$ cat src/rtl/serial_adder_ctrl.sv
// Bit-serial adder controller: one 1-bit full adder (adder_1) is stepped N
// times, LSB first, to add two N-bit operands. Operands are captured and
// results delivered through valid/ready handshakes.
//
// state | meaning
// IDLE  | waiting for operands, i_ready high
// ADD   | one operand bit pair summed per cycle, N cycles total
// DONE  | result presented on o_sum/o_c_out until the consumer takes it
module serial_adder_ctrl #(
  parameter int N = 8
) (
  input  logic         clk,
  input  logic         rst,
  input  logic         i_valid,
  output logic         i_ready,
  input  logic [N-1:0] i_a,
  input  logic [N-1:0] i_b,
  input  logic         i_c_in,
  output logic         o_valid,
  input  logic         o_ready,
  output logic [N-1:0] o_sum,
  output logic         o_c_out,
  output logic         busy
);

  localparam int CW = $clog2(N + 1);
  localparam logic [CW-1:0] LAST = CW'(N - 1);

  typedef enum logic [1:0] {IDLE, ADD, DONE} state_t;

  state_t        state, state_nxt;
  logic [N-1:0]  a_sr, b_sr, res_sr;
  logic [N-1:0]  a_shr, b_shr, res_shr;
  logic [N-1:0]  sum_hold;
  logic          carry, c_hold;
  logic [CW-1:0] count;
  logic          add_s, add_co;

  // adder_1: the single shared full adder
  assign add_s  = a_sr[0] ^ b_sr[0] ^ carry;
  assign add_co = (a_sr[0] & b_sr[0]) | (carry & (a_sr[0] ^ b_sr[0]));

  // Right-shifted views of the operand and result registers; the sum bit
  // enters at the result MSB so the result is LSB-aligned after N shifts.
  always_comb begin
    a_shr          = '0;
    b_shr          = '0;
    res_shr        = '0;
    res_shr[N-1]   = add_s;
    for (int i = 0; i < N - 1; i++) begin
      a_shr[i]   = a_sr[i+1];
      b_shr[i]   = b_sr[i+1];
      res_shr[i] = res_sr[i+1];
    end
  end

  // State register
  always_ff @(posedge clk) begin
    if (rst) state <= IDLE;
    else     state <= state_nxt;
  end

  // Next-state logic
  always_comb begin
    state_nxt = state;
    case (state)
      IDLE:    if (i_valid)        state_nxt = ADD;
      ADD:     if (count == LAST)  state_nxt = DONE;
      DONE:    if (o_ready)        state_nxt = IDLE;
      default:                     state_nxt = IDLE;
    endcase
  end

  // Datapath: operand capture, serial add steps, and result hold on handoff
  always_ff @(posedge clk) begin
    if (rst) begin
      a_sr     <= '0;
      b_sr     <= '0;
      res_sr   <= '0;
      carry    <= 1'b0;
      count    <= '0;
      sum_hold <= '0;
      c_hold   <= 1'b0;
    end else begin
      case (state)
        IDLE: if (i_valid) begin
          a_sr  <= i_a;
          b_sr  <= i_b;
          carry <= i_c_in;
          count <= '0;
        end
        ADD: begin
          a_sr   <= a_shr;
          b_sr   <= b_shr;
          res_sr <= res_shr;
          carry  <= add_co;
          count  <= count + 1'b1;
        end
        DONE: if (o_ready) begin
          sum_hold <= res_sr;
          c_hold   <= carry;
        end
        default: ;
      endcase
    end
  end

  // In DONE the live result is shown; otherwise the last delivered result
  // stays visible, which keeps o_sum stable while ADD reuses res_sr.
  assign o_sum   = (state == DONE) ? res_sr : sum_hold;
  assign o_c_out = (state == DONE) ? carry  : c_hold;
  assign i_ready = (state == IDLE);
  assign o_valid = (state == DONE);
  assign busy    = (state != IDLE);

endmodule
$ cat config.mk
export PLATFORM = sky130hd
export DESIGN_NAME = serial_adder_ctrl
export DESIGN_NICKNAME = d
export VERILOG_FILES = /design/src/rtl/serial_adder_ctrl.sv
export SDC_FILE = /design/constraint.sdc
export NUM_CORES = 1
export LEC_CHECK = 0
export ABC_AREA = 1
export CAP_MARGIN = 20
export CELL_PAD_IN_SITES_DETAIL_PLACEMENT = 1
export CELL_PAD_IN_SITES_GLOBAL_PLACEMENT = 1
export CORE_MARGIN = 2
export CORE_UTILIZATION = 39
export DETAILED_ROUTE_END_ITERATION = 12
export PLACE_DENSITY_LB_ADDON = 0.1
export REMOVE_ABC_BUFFERS = 1
export SETUP_SLACK_MARGIN = 0.05
export SYNTH_ARGS = -nofsm -noshare
export SYNTH_HDL_FRONTEND = slang
export SYNTH_SLANG_ARGS = --single-unit
$ cat constraint.sdc
create_clock -name clk -period 3.2 [get_ports clk]
set_input_delay 0.8 -clock clk [delete_from_list [all_inputs] [get_ports clk]]
set_output_delay 0.8 -clock clk [all_outputs]
set_load 0.02 [all_outputs]
==> results.cfg <==
[sta]
fin_ws_ns = 0.353
fin_crit_ns = 2.85
finalCritPeriodShare_pct = 89.0
rsz0062_at_grt = no
slew_violations = 0
setup_viol = 0
max_freq_mhz = 351
slew_headroom_pct = 51.5
fin_skew_ns = 0.00893
finalSetupTns_ns = 0
worstMarginPinSlew_ns = 0.727
hold_viol_final = 0

[routing]
dr.pass1.iters = 4
drt_iter0_markers = 67
drc = 0
ant_nets = 0
wl_per_cell_um = 12.6
via_per_inst = 4.82
via_count = 1758
wl_mm = 4.58

[critical_path]
cp.arrival_ns = 2.05
rr_endpoint = a_sr[5]$_SDFFE_PP0P_
cpMaxStageDelayCell = clkdlybuf4s50_1
path_cells = inv_2, nor2_2, buf_4, clkinv_1, nand2_1, nand2_1, clkdlybuf4s50_1
critical_path_buf_inv_count = 4
path_class = reg2out
r2r-start = state[1]$_SDFFE_PP0P_
crit_path_start = state[1]$_SDFFE_PP0P_
cp.required_ns = 2.40
path_max_fanout = 12
cpMostUsedCell = nand2_1
r2r_cells = 6
path_delay_family = buffers and inverters
r2r_slack_ns = 1.49
endpoint_kind = output pin
critPathMaxStageDelay_ns = 0.53
worstSetupStartpointType = register

[clocking]
cts_root_buffer = clkbuf_8
cts_setup_buffers = 0
clock_latency_ns = 0.30
clock_tree.buffer_depth = 2
cts_tree = built
h-tree-depth = 2
cts-buffers-inserted = 5
post_cts_resized = 0
clk_pin_slew_worst_paths_ns = 0.08
clock_sinks = 40
hold_buffers = 0

[synthesis]
synth-seq-cells = 40
synth_cell_types = 20
synth_top_area_share_pct = 43.7
yosys-top-cells-area = dfxtp_1 44%, nand2_1 15%, nor2_1 13%
synth_largest_area_cell = dfxtp_1
syn_avg_cell_area_um2 = 6.53
syn_area_um2 = 1830
synth_seq_area_share_pct = 43.7
ys_warn_count = 0
syn_inst = 281

[hold_path]
hp-start = b_sr[7]$_SDFFE_PP0P_
holdPathStages = 2
hold_class = reg2reg
worst_hold_path.endpoint = b_sr[7]$_SDFFE_PP0P_

[cells_and_area]
post-route-util_pct = 52.1
antennaDiodeCount = 0
fillCellCount = 583
area_growth_syn_to_layout_pct = 26.2
nNetsFinal = 335
drive_above_1_share_pct = 6.07

[global_route]
grt_pass1_vias = 1779
globalRouteTotalUtil_pct = 19.6
grt_pass1_wl_mm = 7.96
antenna_found_initial = 0
grt-ovfl-total = 0
grt_start_max_net_pins = 29

[pwr]
irDropWorstVdd_uv = 246
powerDensity_nw_per_um2 = 541
power_leakage_nw = 1.04

[floorplan]
die_w_um = 72.6
core_area_um2 = 4440
io_pins = 33
rows = 24
die-area_um2 = 5270
die_height_um = 72.6
initial_core_util_pct = 41.3

[flow_run]
cap_violations = 0

[placement]
place_ws_ns = 0.646
port_buffers = 32
place_hpwl_mm = 3.17
gp_congestion = 0.742

[outcome]
status = complete, no violations
[layout by cell type (no fill, tap or decap), drive strengths merged]
| cell | count |
|---|---|
| bufinv | 1 |
| buf | 4 |
| inv | 26 |
| ha | 1 |
| fa | 1 |
| nand3 | 27 |
| nor2 | 67 |
| nand2 | 76 |
| a31oi | 1 |
| clkinv | 1 |
| a21oi | 8 |
| dfxtp | 40 |
| clkdlybuf4s50 | 32 |
| o21ai | 21 |
| clkbuf | 7 |
[worst min-delay path, delay by kind of cell (launching register included)]
family,cells,cell delay [ns]
AO/OA/AOI/OAI,1,0.05
AND/OR/NAND/NOR,1,0.06
flip-flops,1,0.31
[cell families after synthesis]
logic type | count (synthesis) | share of synthesized area (%)
and+or+nand+nor | 170 | 37.4
DFF | 40 | 43.7
buffers and inverters | 39 | 8.87
AOI/OAI and AO/OA | 30 | 8.25
adders and majority gates | 2 | 1.77
[synthesized netlist by cell type, drive strengths merged]
master and number:
buf 8, a31oi 1, fa 1, clkbuf 4
nand2 76, nor2 67, nand3 27, clkinv 1
o21ai 21, dfxtp 40, ha 1, inv 26
a21oi 8
[layer usage]
layer / part of all wire (%) / vias to the layer above / GRT usage [%]
li1: - / 936 / -
met1: 47 / 788 / 23.1
met2: 48 / 29 / 34.6
met3: 3.8 / 5 / 5.39
met4: 1.4 / 0 / 6.17
met5: 0 / - / 0
[stage by stage]
stage / area (µm²) / instances / hold slack [ns] / power (W)
6_report: 2310 / 365 / 0.468 / 0.00125
5_1_grt: 2310 / 365 / 0.502 / 0.00133
4_1_cts: 2310 / 365 / 0.474 / 0.00127
3_5_place_dp: 2190 / 357 / 0.463 / 0.000812
3_3_place_gp: 2190 / 357 / 0.457 / 0.000805
2_1_floorplan: 1770 / 269 / 0.439 / 0.000706
[worst max-delay path by stage]
stage	to	depth (start not counted)	slack (ns)
2_1_floorplan	o_c_out	5	0.96
3_3_place_gp	o_sum[7]	7	0.70
3_5_place_dp	o_sum[3]	7	0.65
4_1_cts	o_sum[3]	7	0.31
5_1_grt	o_sum[0]	7	0.19
6_report	o_sum[3]	7	0.35
[flip-flops by register name, summed over array words and instances (netlist names)]
signal,cells
a_sr,8
b_sr,8
res_sr,8
sum_hold,8
count,4
state,2
c_hold,1
carry,1
[area by class of cell]
class | count | area [µm²] | share of cell area, %
clock inverters | 1 | 30.0 | 1.30
clock buffers | 7 | 96.3 | 4.16
repair buffers | 36 | 350 | 15.1
flip-flops and latches | 40 | 801 | 34.6
multi-input cells | 202 | 871 | 37.6
well taps | 52 | 65.1 | 2.81
inverters | 27 | 101 | 4.38
[power breakdown]
group | leakage (nW) | internal [W] | switching, W
clock network | 0.0645 | 0.000275 | 0.000179
logic | 0.651 | 0.0000951 | 0.000138
registers | 0.327 | 0.000536 | 0.0000288
(Power assumes the default switching activity.)
